$ cat src/rtl/gf180mcu_osu_sc_gp9t3v3__clkdiv_ctrl.sv
// Glitch-free programmable clock divider: CLKO toggles every div_q+1 CLK cycles; new divisors
// are applied only at a high->low boundary, and EN drops never truncate a high phase.
module gf180mcu_osu_sc_gp9t3v3__clkdiv_ctrl #(
  parameter int DW      = 4,
  parameter int RST_DIV = 1
) (
  input  logic          CLK,
  input  logic          RST,
  input  logic          EN,
  input  logic [DW-1:0] DIV,
  input  logic          REQ,
  output logic          ACK,
  output logic          BUSY,
  output logic          CLKO
);

  typedef enum logic [1:0] {S_OFF = 2'd0, S_RUN = 2'd1, S_STOP = 2'd2} state_t;

  state_t        state_q, state_d;
  logic [DW-1:0] cnt_q, cnt_d;
  logic [DW-1:0] div_q, div_d;
  logic [DW-1:0] pend_q, pend_d;
  logic          clko_q, clko_d;
  logic          ack_q, ack_d;
  logic          busy_q, busy_d;

  logic tc, fall, stop_low, off_next, req_cap;

  assign tc       = (cnt_q == div_q);
  assign fall     = (state_q != S_OFF) && clko_q && tc;
  assign stop_low = (state_q == S_RUN) && !EN && !clko_q;
  assign off_next = (state_q != S_OFF) && (state_d == S_OFF);
  assign req_cap  = REQ && !busy_q;

  always_ff @(posedge CLK) begin
    if (RST) begin
      state_q <= S_OFF;
      cnt_q   <= '0;
      div_q   <= DW'(RST_DIV);
      pend_q  <= '0;
      clko_q  <= 1'b0;
      ack_q   <= 1'b0;
      busy_q  <= 1'b0;
    end else begin
      state_q <= state_d;
      cnt_q   <= cnt_d;
      div_q   <= div_d;
      pend_q  <= pend_d;
      clko_q  <= clko_d;
      ack_q   <= ack_d;
      busy_q  <= busy_d;
    end
  end

  always_comb begin
    state_d = state_q;
    unique case (state_q)
      S_OFF:   if (EN) state_d = S_RUN;
      S_RUN:   if (!EN) state_d = (clko_q && !tc) ? S_STOP : S_OFF;
      S_STOP:  state_d = EN ? S_RUN : (tc ? S_OFF : S_STOP);
      default: state_d = S_OFF;
    endcase
  end

  always_comb begin
    cnt_d  = cnt_q;
    clko_d = clko_q;
    div_d  = div_q;
    pend_d = pend_q;
    busy_d = busy_q;
    ack_d  = 1'b0;
    if (state_q == S_OFF) begin
      cnt_d  = '0;
      clko_d = 1'b0;
      if (REQ) begin
        div_d = DIV;
        ack_d = 1'b1;
      end
    end else begin
      if (stop_low) begin
        cnt_d = '0;
      end else if (tc) begin
        cnt_d  = '0;
        clko_d = !clko_q;
      end else begin
        cnt_d = cnt_q + 1'b1;
      end
      // Entering OFF is also a safe boundary, so a load is never left stranded behind a stopped clock.
      if (busy_q && (fall || off_next)) begin
        div_d  = pend_q;
        busy_d = 1'b0;
        ack_d  = 1'b1;
      end else if (req_cap && off_next) begin
        div_d = DIV;
        ack_d = 1'b1;
      end else if (req_cap) begin
        pend_d = DIV;
        busy_d = 1'b1;
      end
    end
  end

  assign ACK  = ack_q;
  assign BUSY = busy_q;
  assign CLKO = clko_q;

endmodule

$ cat config.mk
export PLATFORM = sky130hd
export DESIGN_NAME = gf180mcu_osu_sc_gp9t3v3__clkdiv_ctrl
export DESIGN_NICKNAME = d
export VERILOG_FILES = /design/src/rtl/gf180mcu_osu_sc_gp9t3v3__clkdiv_ctrl.sv
export SDC_FILE = /design/constraint.sdc
export NUM_CORES = 1
export LEC_CHECK = 0
export BUFFER_PORTS_ARGS = -buffer_cell sky130_fd_sc_hd__buf_2
export CORE_ASPECT_RATIO = 0.9
export CORE_UTILIZATION = 58
export CTS_BUF_LIST = sky130_fd_sc_hd__clkbuf_4
export DETAILED_ROUTE_END_ITERATION = 12
export PLACE_DENSITY = 0.9
export RECOVER_POWER = 100
export SLEW_MARGIN = 20
export SYNTH_ARGS = -nofsm -noshare
export SYNTH_HDL_FRONTEND = slang
export SYNTH_SLANG_ARGS = --single-unit
$ cat constraint.sdc
create_clock -name CLK -period 1.8 [get_ports CLK]
set_input_delay 0.09 -clock CLK [delete_from_list [all_inputs] [get_ports CLK]]
set_output_delay 0.09 -clock CLK [all_outputs]
set_load 0.02 [all_outputs]
==> summary.txt <==
Routing
  • DRC viols: 2
  • Final wirelength: 1.93 mm
  • Vias per cell: 6.17
  • Post-route ant nets: 0
  • WL/cell: 14.8 µm
  • First drt pass iteration count: 8
  • DR iter-0 viols: 38
  • Vias: 808

Synth
  • Most area-consuming cells after synthesis: dfxtp_1 37%, mux2i_1 8.8%, nor2_1 6.6%, xnor2_1 4.8%, o21ai_0 4.4%
  • Seq/Total Area, Yosys: 37.4%
  • Synth Flop Type: dfxtp_1
  • Post-synth EDFFs: 0
  • Synth Net Count: 115
  • Yosys top cell by area: dfxtp_1
  • Synth async-reset ratio: 0%
  • Avg Cell Area, Syn: 8.59 µm²
  • Synth top area share: 37.4%
  • Yosys warns: 0
  • Post-Syn Instances: 106
  • Distinct cell type count after synthesis: 34
  • Mapped Area: 911 µm²
  • Synthesized flop and latch total: 17

Critical path
  • Kind of critical path: flop to flop
  • Register-to-Register Path Depth: 5
  • Worst EP required: 2010 ps
  • CP startpoint: state_q[1]
  • Setup slack, reg-to-reg: 150 ps
  • Reg2reg end: pend_q[2]
  • CP max FO: 9
  • Worst r2r src: state_q[1]
  • Crit. End Element: flop
  • Arrival time worst endpoint: 1860 ps
  • Type of origin of the critical path: flop
  • Critical path endpoint: pend_q[2]

Floorplan
  • Row count: 13
  • Initial Utilization: 62.9%
  • I/O pin count: 11
  • Die Ht: 39.6 µm
  • Core area: 0.00145 mm²
  • Full die area: 0.00173 mm²
  • Chip Width: 43.8 µm

Finish
  • Antenna diodes: 0
  • Fillers: 118
  • Final std cells w/o fill: 131
  • P&R area growth vs syn: 7.28%
  • Share of cells above drive strength 1: 13.8%
  • Fin nets: 126
  • Design area: 977 µm²

Place
  • Inst Count DP: 127
  • PortBufs: 10
  • HPWL Detailed: 1.43 mm
  • DP Area: 951 µm²
  • Final Wtd Congestion: 0.855
  • Setup WS pre-CTS: 158 ps

Clocking
  • TritonCTS clock tree: built
  • Clk buf depth: 2
  • Hold Buf Count CTS: 0
  • CTS Buf Count: 3
  • # Post-CTS Setup Buffers: 0
  • CTS sink count: 17
  • Skew-Pair Late Insertion Delay: 310 ps
  • Post-CTS sizing: 0
  • Clk pin slew, worst setup/hold paths: 110 ps
  • H-tree depth: 1
  • Clock Tree Root: clkbuf_4

Global routing
  • Gr usage total: 26.5%
  • Initial antenna violation count: 0
  • Number of global-route vias before repair: 684
  • First-pass GRT wire length: 3.11 mm
  • Largest net degree at the start of global routing: 12
  • Grt total ovfl: 0

Timing
  • Max_slew headroom: 73.5%
  • Final Hold Viols: 0
  • Period utilization: 91.8%
  • Final Slew Violations: 0
  • Peak Freq: 605 MHz
  • Final WS setup: 148 ps
  • Final setup fails: 0
  • Slew @ Worst Pin: 396 ps
  • Post-route minimum period: 1650 ps
  • Post-route setup TNS: 0 ps
  • RSZ-0062 raised after global routing: false
  • Layout Skew: 7.47 ps

Power
  • Pwr Density: 762 mW/mm²
  • Leak Pwr: 0.389 nW
  • Max VDD drop: 0.397 mV

Outcome
  • Failing checks: design-rule violations
  • Run status: finished, violations left

Run
  • Maximum capacitance violations: 0

Worst hold path
  • Class of the worst hold path: input pin to flop
[how the worst min path moves through the flow]
| stage | startpoint | depth (start not counted) | slack [ps] | to |
|---|---|---|---|---|
| floorplan | EN | 1 | 180 | state_q[1] |
| global placement | DIV[0] | 3 | 340 | pend_q[0] |
| detailed placement | DIV[0] | 3 | 350 | pend_q[0] |
| CTS | DIV[0] | 3 | 30 | pend_q[0] |
| global route | DIV[0] | 3 | 50 | pend_q[0] |
| finish | DIV[0] | 3 | 30 | pend_q[0] |
[cell usage in the layout (no fill, tap or decap), drive strengths merged, types with 2 or more instances in the layout]
master  count
dfxtp      17
nor2       16
nand2       9
buf         9
o21ai       8
mux2i       8
clkbuf      6
xnor2       5
inv         4
o22ai       3
nor3b       3
a21boi      3
o31ai       3
a21oi       2
o211ai      2
[area by class of cell]
class | instances | area, µm² | area share, %
flip-flops and latches | 17 | 340 | 34.8
clock inverters | 1 | 7.51 | 0.768
repair buffers | 12 | 61.3 | 6.27
multi-input cells | 79 | 512 | 52.4
clock buffers | 3 | 22.5 | 2.30
well taps | 15 | 18.8 | 1.92
inverters | 4 | 15.0 | 1.54
[routing by layer]
layer / vias to the layer above / share of wire [%] / GRT usage, %
li1: 405 / - / -
met5: - / 0 / 0
met3: 4 / 7.8 / 6.91
met1: 371 / 44 / 31.7
met4: 0 / 0.83 / 9.38
met2: 28 / 47 / 45.9
[logic make-up (layout without fill, tap and decap cells)]
family / Yosys count / count (layout) / share of synthesized area [%]
AND/OR/NAND/NOR: 35 / 35 / 17.9
AO/OA/AOI/OAI: 29 / 29 / 22.4
flip-flops: 17 / 17 / 37.4
buffers and inverters: 10 / 20 / 6.46
multiplexers: 8 / 8 / 8.79
XOR/XNOR: 6 / 6 / 5.77
adder cells (fa/ha/maj): 1 / 1 / 1.37
[through the flow]
step           hold WS (ps)  util, %  total power [mW]
2_1_floorplan           179        -             0.503
3_3_place_gp            341     65.7             0.525
3_5_place_dp            354     65.7             0.530
4_1_cts                27.1     67.8             0.747
5_1_grt                45.1     67.5             0.779
6_report               26.8     67.5             0.744
[power breakdown]
| part | total (mW) | switching [mW] | internal (mW) |
|---|---|---|---|
| registers | 0.406 | 0.0122 | 0.393 |
| logic | 0.118 | 0.0687 | 0.0494 |
| clock network | 0.220 | 0.135 | 0.0850 |
| total | 0.744 | 0.216 | 0.528 |
[critical path: stages, from the launching register on]
cell,delay (ps)
dfxtp_1,470
o21ba_2,230
o21ai_0,230
a221o_1,350
mux2i_1,230
nor2_1,50
[cells in the mapped netlist (2+ instances only)]
cell / n
nor2_1: 16
inv_1: 4
a21boi_0: 3
buf_2: 2
o31ai_1: 3
xnor2_1: 5
o21ai_0: 8
mux2i_1: 8
o22ai_1: 3
nand2_1: 9
o211ai_1: 2
buf_6: 2
nor3b_1: 3
dfxtp_1: 17
a21oi_1: 2
[state kept, by name, summed over array words and instances, names as in the netlist]
signal / cells
ACK: 1
BUSY: 1
CLKO: 1
cnt_q: 4
div_q: 4
pend_q: 4
state_q: 2
No activity file was read; power rests on OpenSTA's default activity.
